## src/rtl/load_store_aligner_pkg.sv

```systemverilog
// Shared encodings for the load/store alignment unit: access sizes, FSM states,
// and the lane-index width helper used by the top and the lane extractor.
package load_store_aligner_pkg;

    localparam logic [1:0] SZ_BYTE   = 2'b00;
    localparam logic [1:0] SZ_HALF   = 2'b01;
    localparam logic [1:0] SZ_WORD   = 2'b10;
    localparam logic [1:0] SZ_DOUBLE = 2'b11;

    typedef enum logic [2:0] {
        ST_IDLE = 3'd0,
        ST_RD   = 3'd1,
        ST_WAIT = 3'd2,
        ST_WR   = 3'd3,
        ST_RESP = 3'd4
    } state_e;

    // Bits needed to index a byte lane inside a DW-bit word.
    function automatic int lane_w(input int dw);
        return $clog2(dw / 8);
    endfunction

endpackage

```

## src/rtl/load_store_aligner_lane_extract.sv

```systemverilog
// Combinational lane selector: pulls the addressed byte/half/word/double out of a
// memory word, extends it, and produces the matching per-lane byte-enable mask.
module lane_extract
    import load_store_aligner_pkg::*;
#(
    parameter  int DW = 32,
    localparam int LW = lane_w(DW),
    localparam int NB = DW / 8
) (
    input  logic [DW-1:0] i_word,
    input  logic [LW-1:0] i_offset,
    input  logic [1:0]    i_size,
    input  logic          i_unsigned,
    output logic [DW-1:0] o_value,
    output logic [NB-1:0] o_be
);

    logic [DW-1:0] w_shift;
    logic [DW-1:0] w_keep;
    logic [NB-1:0] w_lanes;
    logic          w_sign;

    assign w_shift = i_word >> {i_offset, 3'b000};

    always_comb begin
        w_keep  = '1;
        w_lanes = '1;
        w_sign  = w_shift[DW-1];
        case (i_size)
            SZ_BYTE: begin
                w_keep  = DW'(8'hFF);
                w_lanes = NB'(1'b1);
                w_sign  = w_shift[7];
            end
            SZ_HALF: begin
                w_keep  = DW'(16'hFFFF);
                w_lanes = NB'(2'b11);
                w_sign  = w_shift[15];
            end
            SZ_WORD: begin
                w_keep  = DW'(32'hFFFF_FFFF);
                w_lanes = NB'(4'hF);
                w_sign  = w_shift[31];
            end
            default: begin
                w_keep  = '1;
                w_lanes = '1;
                w_sign  = w_shift[DW-1];
            end
        endcase
    end

    // Sign fill only touches the bits above the selected field.
    assign o_value = (w_shift & w_keep) | ((w_sign && !i_unsigned) ? ~w_keep : '0);
    assign o_be    = w_lanes << i_offset;

endmodule

```

## src/rtl/load_store_aligner.sv

```systemverilog
// Load/store alignment unit: aligns loads, merges sub-word stores by
// read-modify-write, flags misaligned accesses, and sequences a fixed-latency memory.
module load_store_aligner
    import load_store_aligner_pkg::*;
#(
    parameter int DW      = 32,
    parameter int AW      = 32,
    parameter int MEM_LAT = 1
) (
    input  logic          clk,
    input  logic          reset_n,
    input  logic          req_valid,
    output logic          req_ready,
    input  logic          req_store,
    input  logic [1:0]    req_size,
    input  logic          req_unsigned,
    input  logic [AW-1:0] req_addr,
    input  logic [DW-1:0] req_wdata,
    output logic [AW-1:0] mem_addr,
    output logic          mem_rd,
    output logic          mem_wr,
    output logic [DW-1:0] mem_wdata,
    input  logic [DW-1:0] mem_rdata,
    output logic          rsp_valid,
    output logic [DW-1:0] rsp_rdata,
    output logic          rsp_misalign,
    output state_e        dbg_state
);

    localparam int LW = lane_w(DW);
    localparam int NB = DW / 8;

    // Handshake: a request transfers on a rising edge where req_valid && req_ready;
    // req_ready is high only in IDLE, and rsp_valid is a single-cycle pulse with no stall.
    state_e        r_state;
    state_e        w_next;
    logic [2:0]    r_cnt;
    logic          r_store;
    logic          r_unsigned;
    logic          r_mis;
    logic [1:0]    r_size;
    logic [AW-1:0] r_addr;
    logic [DW-1:0] r_data;

    logic          w_accept;
    logic          w_mis;
    logic          w_full;
    logic          w_last;
    logic [AW-1:0] w_waddr;
    logic [DW-1:0] w_ext;
    logic [NB-1:0] w_be;
    logic [DW-1:0] w_bmask;
    logic [DW-1:0] w_wshift;
    logic [DW-1:0] w_merged;

    assign w_accept  = req_valid && req_ready;
    assign w_full    = (DW == 32) ? (req_size == SZ_WORD) : (req_size == SZ_DOUBLE);
    assign w_last    = (r_cnt == 3'(MEM_LAT - 1));
    assign w_waddr   = {r_addr[AW-1:LW], {LW{1'b0}}};
    assign dbg_state = r_state;

    always_comb begin
        w_mis = 1'b0;
        case (req_size)
            SZ_BYTE: w_mis = 1'b0;
            SZ_HALF: w_mis = req_addr[0];
            SZ_WORD: w_mis = |req_addr[1:0];
            default: w_mis = (DW == 32) || (|req_addr[2:0]);
        endcase
    end

    lane_extract #(.DW(DW)) u_lane (
        .i_word     (mem_rdata),
        .i_offset   (r_addr[LW-1:0]),
        .i_size     (r_size),
        .i_unsigned (r_unsigned),
        .o_value    (w_ext),
        .o_be       (w_be)
    );

    // The load byte-enables double as the store merge mask.
    always_comb begin
        w_bmask = '0;
        for (int i = 0; i < NB; i++) begin
            w_bmask[8*i +: 8] = {8{w_be[i]}};
        end
    end

    assign w_wshift = r_data << {r_addr[LW-1:0], 3'b000};
    assign w_merged = (mem_rdata & ~w_bmask) | (w_wshift & w_bmask);

    always_ff @(posedge clk or negedge reset_n) begin
        if (!reset_n) begin
            r_state <= ST_IDLE;
        end else begin
            r_state <= w_next;
        end
    end

    always_comb begin
        w_next       = r_state;
        req_ready    = 1'b0;
        mem_rd       = 1'b0;
        mem_wr       = 1'b0;
        mem_addr     = '0;
        mem_wdata    = '0;
        rsp_valid    = 1'b0;
        rsp_misalign = 1'b0;
        rsp_rdata    = '0;
        case (r_state)
            ST_IDLE: begin
                req_ready = 1'b1;
                if (req_valid) begin
                    if (w_mis) begin
                        w_next = ST_RESP;
                    end else if (req_store && w_full) begin
                        w_next = ST_WR;
                    end else begin
                        w_next = ST_RD;
                    end
                end
            end
            ST_RD: begin
                mem_rd   = 1'b1;
                mem_addr = w_waddr;
                w_next   = ST_WAIT;
            end
            ST_WAIT: begin
                if (w_last) begin
                    w_next = r_store ? ST_WR : ST_RESP;
                end
            end
            ST_WR: begin
                mem_wr    = 1'b1;
                mem_addr  = w_waddr;
                mem_wdata = r_data;
                w_next    = ST_RESP;
            end
            ST_RESP: begin
                rsp_valid    = 1'b1;
                rsp_misalign = r_mis;
                rsp_rdata    = (r_store || r_mis) ? '0 : r_data;
                w_next       = ST_IDLE;
            end
            default: begin
                w_next = ST_IDLE;
            end
        endcase
    end

    always_ff @(posedge clk or negedge reset_n) begin
        if (!reset_n) begin
            r_cnt <= '0;
        end else if (r_state == ST_RD) begin
            r_cnt <= '0;
        end else if (r_state == ST_WAIT) begin
            r_cnt <= r_cnt + 3'd1;
        end
    end

    // r_data first holds the store data, then is replaced by the load result or merged word.
    always_ff @(posedge clk or negedge reset_n) begin
        if (!reset_n) begin
            r_store    <= 1'b0;
            r_unsigned <= 1'b0;
            r_mis      <= 1'b0;
            r_size     <= SZ_BYTE;
            r_addr     <= '0;
            r_data     <= '0;
        end else if (w_accept) begin
            r_store    <= req_store;
            r_unsigned <= req_unsigned;
            r_mis      <= w_mis;
            r_size     <= req_size;
            r_addr     <= req_addr;
            r_data     <= req_wdata;
        end else if (r_state == ST_WAIT && w_last) begin
            r_data <= r_store ? w_merged : w_ext;
        end
    end

endmodule
```

## config.mk

```make
export PLATFORM = sky130hd
export DESIGN_NAME = load_store_aligner
export DESIGN_NICKNAME = d
export VERILOG_FILES = /design/src/rtl/load_store_aligner_pkg.sv /design/src/rtl/load_store_aligner_lane_extract.sv /design/src/rtl/load_store_aligner.sv
export SDC_FILE = /design/constraint.sdc
export NUM_CORES = 1
export LEC_CHECK = 0
export ABC_CLOCK_PERIOD_IN_PS = 4000
export BUFFER_PORTS_ARGS = -buffer_cell sky130_fd_sc_hd__buf_2
export CORE_AREA = 2 2 106 108
export CTS_BUF_LIST = sky130_fd_sc_hd__clkbuf_16
export CTS_CLUSTER_SIZE = 20
export DETAILED_ROUTE_END_ITERATION = 12
export DIE_AREA = 0 0 108 110
export PLACE_DENSITY = 0.81
export SLEW_MARGIN = 20
export SYNTH_ARGS = -nofsm -noshare
export SYNTH_HDL_FRONTEND = slang
export SYNTH_SLANG_ARGS = --single-unit
export TNS_END_PERCENT = 30
```

## constraint.sdc

```tcl
create_clock -name clk -period 4 [get_ports clk]
set_input_delay 0.2 -clock clk [delete_from_list [all_inputs] [get_ports clk]]
set_output_delay 0.2 -clock clk [all_outputs]
set_load 0.05 [all_outputs]
```

==> metrics.csv, run 1 <==
stage,metric,value,unit
status,status,"complete, no violations",
drt,vias per cell,5.70,
critical_path,CP max stage cell,dfrtp_1,
place,HPWL Detailed,12.7,mm
yosys,compound-gate portion of the synthesized area,23.2,%
critical_path,crit-path cells,clkinv_1 -> nand3_1 -> nor2_1 -> a2111oi_0 -> o2bb2ai_1,
critical_path,buffers and inverters on the worst path,1,
yosys,Synth Area in Adders,0.475,%
critical_path,reg2reg start,r_addr[1],
global_routing,Total Routing Usage GR,29.4,%
drt,Metal-1 WL,7.13,mm
critical_path,"CP delay by family, top",flip-flops,
place,placed cell area,6340,µm²
clocking,CTS Buffer Depth,2,
timing,RSZ-0062 raised after global routing,no,
drt,drt first pass iters,8,
clocking,Clock Latency Late Sink,0.33,ns
drt,Antenna Nets Post-Route,0,
finish,FILL cells,974,
place,port buffer count,204,
critical_path,Required @ worst endpoint,4.19,ns
global_routing,vias in the first global route,5081,
yosys,main combinational cell family by area after synthesis,simple AND/OR/NAND/NOR gates,
timing,final hold violation count,0,
yosys,Yosys warnings,0,
global_routing,initial antenna violation count,0,
floorplanning,I/O pins,207,
finish,Area Overhead vs Synth,26.1,%
yosys,mean post-synth cell area,8.01,µm²
floorplanning,Initial Util,49.3,%
power,Total Power,5.54,mW
yosys,Synth cell types,54,
clocking,CTS Hold Bufs,0,
clocking,CTS resizes,0,
job,Max Cap Viol,0,
timing,slew at the pin with the worst max-slew slack,1.00,ns
floorplanning,Die W,108,µm
timing,period utilisation layout,65.9,%
critical_path,crit path kind,register to register,
critical_path,WP depth,5,
drt,1st-iter DRT viols,388,
timing,min cycle time layout,2.64,ns
place,DP Worst Slack,1.48,ns
timing,final hold slack,0.0234,ns
critical_path,CP Launch Point,r_addr[1],
critical_path,slowest cell delay on critical path,0.83,ns
critical_path,WP data arrival,2.83,ns
power,Pwr Density,833,nW/µm²
global_routing,global route overflow,0,
finish,multi-input combinational cell area,3160,µm²
floorplanning,die area,11900,µm²
drt,DRC,0,
finish,Nets,940,
critical_path,Crit. End Element,register,
timing,slew margin rel.,32.6,%
finish,fin cells,980,
yosys,"Top FF cell, synth",dfrtp_1,
timing,Final Worst Setup Slack,1.36,ns
power,Seq pwr share,27.9,%
drt,max layer used,met4,
drt,met2 wire len,7.71,mm
critical_path,flop2flop setup slack,1.36,ns
finish,n_diodes,0,
power,Comb pwr share,56.9,%
critical_path,Reg2Reg Depth,5,
worst_hold_path,Hold Crit Class,input port to async pin,
power,peak supply drop,0.000367,V
yosys,Simple-Gate Fraction of Synth Area,29.4,%
yosys,gate count of the mapped netlist,658,
drt,Wirelength per Cell,17.9,µm
power,Psw,2.80,mW
yosys,sequential area share after synthesis,35.6,%
yosys,Post-synth ARST share,100,%
clocking,H-Tree Depth,3,
finish,layout cells sized above 1,29.8,%
critical_path,"Max FO, Critical Path",24,
timing,TNS Setup,0,ns
drt,Met3 Routed Length,2.06,mm
clocking,CTS Root Cell,clkbuf_16,
place,Inst Count DP,964,
clocking,Sink Count,75,
clocking,Setup Buffers After CTS,0,
timing,Fin Clk Skew,0.00928,ns
yosys,"EDFF count, synth",0,
clocking,total CTS buffers,9,
power,clock group share of total power,15.2,%
yosys,Synth Cell Area,5270,µm²
timing,endpoints failing setup,0,
global_routing,first-pass GRT wire length,26.9,mm
finish,register area,1880,µm²
drt,detailed-route via count,5590,
finish,post-layout util,62.1,%
floorplanning,Rows,38,
global_routing,largest net degree at the start of global routing,76,
power,Switching Fraction,50.6,%
power,Pint,2.74,mW
timing,Final Max Slew Viols,0,
critical_path,Critical Path Source Type,register,
yosys,Seq cells post-synth,75,
place,final estimated routing congestion in global placement,0.961,
floorplanning,chip height,110,µm
clocking,CTS tree,done,
floorplanning,core box area,10700,µm²
finish,design area,6650,µm²
power,LEAKAGE,3.38,nW
clocking,Worst-path clk slew,0.06,ns
yosys,mux cell area share after synthesis,6.10,%
timing,maximum clock rate,0.379,GHz
yosys,XOR/XNOR share of the synthesized area,0,%
drt,drt total wl,17.5,mm
## how the worst min path moves through the flow
stage / slack, ns / to
floorplan: -0.1 / async pin
global placement: 0.39 / r_addr[30]
detailed placement: 0.39 / r_addr[8]
CTS: 0.05 / r_addr[30]
global route: 0.05 / r_addr[29]
finish: 0.02 / async pin
## layer usage
layer | track usage, % | up-vias
li1 | - | 2653
met1 | 38.2 | 2511
met2 | 46.0 | 371
met3 | 7.64 | 55
met4 | 13.5 | 0
met5 | 0 | -
## layout by cell type, fill, tap and decap left out, types with 8 or more instances in the layout
cell type / n
buf_4: 12
dfrtp_1: 75
nand2_1: 131
o2bb2ai_1: 17
a22oi_1: 8
buf_2: 203
a211oi_1: 9
mux2_2: 9
nor2b_1: 11
o21ai_0: 54
o22ai_1: 11
clkbuf_16: 9
and2_1: 101
mux2i_1: 22
inv_1: 11
a21oi_1: 27
a221oi_1: 12
nor2_1: 39
## power groups by stage
stage                     Clock [mW]  Sequential, mW  Combinational [mW]
after floorplan                    0            1.37                2.49
after global placement             0            1.53                3.06
after detailed placement           0            1.53                3.10
after CTS                      0.853            1.53                3.12
after global routing           0.891            1.59                3.45
final                          0.843            1.54                3.15
## cells in the mapped netlist, types with 2 or more instances
cell type	count	area, µm²
mux2_2	9	101
nor2_1	39	146
nand2b_1	3	18.8
a221oi_1	12	105
ha_1	2	25.0
and2_1	101	632
buf_6	3	33.8
dfrtp_1	75	1880
nor3b_2	2	25.0
nor3_1	6	30.0
nand3_1	3	15.0
buf_2	7	35.0
a2111oi_0	7	61.3
a211oi_1	9	67.6
o22ai_1	11	68.8
a21oi_1	27	135
o2bb2ai_1	17	149
buf_1	4	15.0
nor2b_1	12	75.1
o211ai_1	4	30.0
inv_1	6	22.5
o21a_1	2	15.0
o21ai_0	54	270
and3_1	3	18.8
clkbuf_1	31	116
nor3b_1	2	15.0
mux2i_1	22	220
nand2_1	132	495
o21ai_1	2	10.0
buf_4	5	37.5
o221ai_1	6	52.6
a22o_1	6	52.6
a31oi_1	5	31.3
a22oi_1	8	60.1
o31ai_1	2	15.0
## layout make-up
| type | count | area share, % |
|---|---|---|
| clock buffer | 9 | 3.39 |
| timing repair buffer | 215 | 16.6 |
| inverter | 8 | 0.452 |
| sequential | 75 | 28.2 |
| tap | 140 | 2.64 |
| multi-input combinational | 526 | 47.5 |
| clock inverter | 7 | 1.19 |
## cells by family (layout without fill, tap and decap cells)
kind of cell    count (synthesis)  in the layout
mux                            31             31
simple gates                  311            311
other cells                     1              2
compound gates                180            180
buf+inv                        58            239
flops                          75             75
fa+ha+maj                       2              2
Power figures use the tool's default switching activity.
==> inputs of run 2 (changes only) <==
--- a/config.mk
+++ b/config.mk
@@ -5,14 +5,14 @@
 export SDC_FILE = /design/constraint.sdc
 export NUM_CORES = 1
 export LEC_CHECK = 0
-export ABC_CLOCK_PERIOD_IN_PS = 4000
+export ABC_CLOCK_PERIOD_IN_PS = 2200
 export BUFFER_PORTS_ARGS = -buffer_cell sky130_fd_sc_hd__buf_2
-export CORE_AREA = 2 2 106 108
+export CORE_AREA = 2 2 112 114
 export CTS_BUF_LIST = sky130_fd_sc_hd__clkbuf_16
 export CTS_CLUSTER_SIZE = 20
 export DETAILED_ROUTE_END_ITERATION = 12
-export DIE_AREA = 0 0 108 110
-export PLACE_DENSITY = 0.81
+export DIE_AREA = 0 0 114 116
+export PLACE_DENSITY = 0.76
 export SLEW_MARGIN = 20
 export SYNTH_ARGS = -nofsm -noshare
 export SYNTH_HDL_FRONTEND = slang
==> constraint.sdc (replaced) <==
create_clock -name clk -period 2.2 [get_ports clk]
set_input_delay 0.11 -clock clk [delete_from_list [all_inputs] [get_ports clk]]
set_output_delay 0.11 -clock clk [all_outputs]
set_load 0.05 [all_outputs]
==> metrics.csv, run 2 (synthesis results as in run 1) <==
stage,metric,value,unit,change
floorplanning,Rows,40,,+5.3%
clocking,CTS tree,done,,
clocking,Worst-path clk slew,0.06,ns,about the same
job,Max Cap Viol,0,,unchanged
clocking,Clock Latency Late Sink,0.33,ns,about the same
power,peak supply drop,0.000790,V,+120%
timing,endpoints failing setup,0,,unchanged
critical_path,"Max FO, Critical Path",32,,+33%
timing,Final Worst Setup Slack,0.119,ns,-1.24 ns
critical_path,CP Launch Point,dbg_state[2],,
finish,post-layout util,63.0,%,+0.86 points
finish,Nets,1014,,+7.9%
clocking,CTS Buffer Depth,2,,unchanged
floorplanning,Initial Util,44.3,%,-5.0 points
status,status,"complete, no violations",,
timing,TNS Setup,0,ns,unchanged
floorplanning,Die W,114,µm,+5.6%
global_routing,global route overflow,0,,unchanged
global_routing,first-pass GRT wire length,29.8,mm,+11%
place,final estimated routing congestion in global placement,0.959,,-0.27%
global_routing,vias in the first global route,5600,,+10%
critical_path,Required @ worst endpoint,2.09,ns,-2.10 ns
floorplanning,chip height,116,µm,+5.5%
critical_path,Setup crit end,rsp_rdata[3],,
drt,vias per cell,5.61,,-1.7%
timing,min cycle time layout,2.08,ns,
critical_path,reg2reg start,r_addr[0],,
worst_hold_path,Hold Crit Class,input port to register,,
finish,layout cells sized above 1,36.7,%,+6.9 points
timing,maximum clock rate,0.481,GHz,
critical_path,WP data arrival,1.97,ns,-0.86 ns
place,Inst Count DP,1004,,+4.1%
global_routing,Total Routing Usage GR,28.8,%,-0.51 points
finish,Area Overhead vs Synth,42.3,%,
power,Pwr Density,1470,nW/µm²,+76%
finish,n_diodes,0,,unchanged
timing,slew at the pin with the worst max-slew slack,1.02,ns,+0.0171 ns
drt,DRC,0,,unchanged
clocking,H-Tree Depth,3,,unchanged
finish,multi-input combinational cell area,3220,µm²,+2.0%
clocking,total CTS buffers,9,,unchanged
timing,period utilisation layout,94.6,%,
drt,drt total wl,19.5,mm,+11%
global_routing,initial antenna violation count,0,,unchanged
finish,most frequent cells in the layout,"177 x buf_2, 131 x nand2_1, 72 x dfrtp_1, 61 x and2_1, 54 x o21ai_0",,
timing,Final Max Slew Viols,0,,unchanged
critical_path,Crit. End Element,primary output,,
finish,FILL cells,1016,,+4.3%
drt,Wirelength per Cell,18.3,µm,+2.6%
critical_path,Reg2Reg Depth,5,,unchanged
floorplanning,core box area,11900,µm²,+11%
clocking,CTS Root Cell,clkbuf_16,,
drt,Antenna Nets Post-Route,0,,unchanged
drt,detailed-route via count,5947,,+6.4%
finish,fin cells,1061,,+8.3%
clocking,Sink Count,75,,unchanged
critical_path,flop2flop setup slack,0.13,ns,-1.23 ns
place,port buffer count,204,,unchanged
place,DP Worst Slack,0.126,ns,-1.35 ns
floorplanning,die area,13200,µm²,+11%
place,HPWL Detailed,13.6,mm,+7.0%
finish,"most common cell after layout, fill and taps aside",buf_2,,
timing,slew margin rel.,31.5,%,-1.1 points
drt,1st-iter DRT viols,553,,+43%
power,LEAKAGE,3.74,nW,+11%
timing,final hold violation count,0,,unchanged
critical_path,crit path kind,register to primary output,,
critical_path,Critical Path Source Type,register,,
global_routing,largest net degree at the start of global routing,50,,-34%
floorplanning,I/O pins,207,,unchanged
drt,drt first pass iters,5,,-3
finish,register area,1880,µm²,+0.20%
timing,Fin Clk Skew,0.00594,ns,-0.00334 ns
[run 2: per-layer routing]
layer	track usage (%)	routed length [µm]	share of wire (%)	vias to the layer above
met4	9.27	427	2.2	0
met2	48.1	9400	48	358
met1	38.0	7890	41	2759
met5	0	0	0	-
met3	5.70	1750	9.0	33
li1	-	-	-	2797
[run 2: worst max-delay path, cell delays in order, from the launching register on]
cell,delay [ns]
dfrtp_1,0.58
and2_2,0.24
nor3b_4,0.21
buf_12,0.18
and2_2,0.15
buf_2,0.25
[run 2: stage by stage]
step	power [mW]	instance area, µm²	hold slack (ns)
3_3_place_gp	8.97	6700	0.122
3_5_place_dp	9.06	6700	0.130
6_report	11.0	7500	0.0151
2_1_floorplan	7.05	5340	-0.186
4_1_cts	10.8	7390	0.000911
5_1_grt	11.7	7500	0.0229
[run 2: how the worst min path moves through the flow]
| stage | depth (start not counted) | to | startpoint | slack, ns |
|---|---|---|---|---|
| 4_1_cts | 3 | r_data[1] | req_wdata[1] | 0.0009 |
| 5_1_grt | 3 | r_size[0] | req_size[0] | 0.02 |
| 3_5_place_dp | 1 | r_data[9] | reset_n | 0.13 |
| 2_1_floorplan | 0 | async pin | reset_n | -0.19 |
| 3_3_place_gp | 1 | r_data[13] | reset_n | 0.12 |
| 6_report | 3 | r_data[0] | req_wdata[0] | 0.02 |
[run 2: where the power goes]
group | switching [mW] | internal, mW | leakage, nW | total [mW]
Sequential | 0.773 | 2.06 | 0.918 | 2.83
Combinational | 4.04 | 2.50 | 2.66 | 6.54
Clock | 0.644 | 1.01 | 0.160 | 1.65
[run 2: final cells by class]
cell class	instances	share of cell area, %
clock buffer	9	3.00
clock inverter	7	1.33
inverter	8	0.400
multi-input combinational	526	42.9
sequential	75	25.1
tap	147	2.45
timing repair buffer	289	24.9
[run 2: what timing repair did]
action                     4_1_cts  5_1_grt
setup endpoints to repair       32       77
hold endpoints to repair        72        0
hold buffers                    36        0
resized for setup                1       30
setup buffers                    0        5
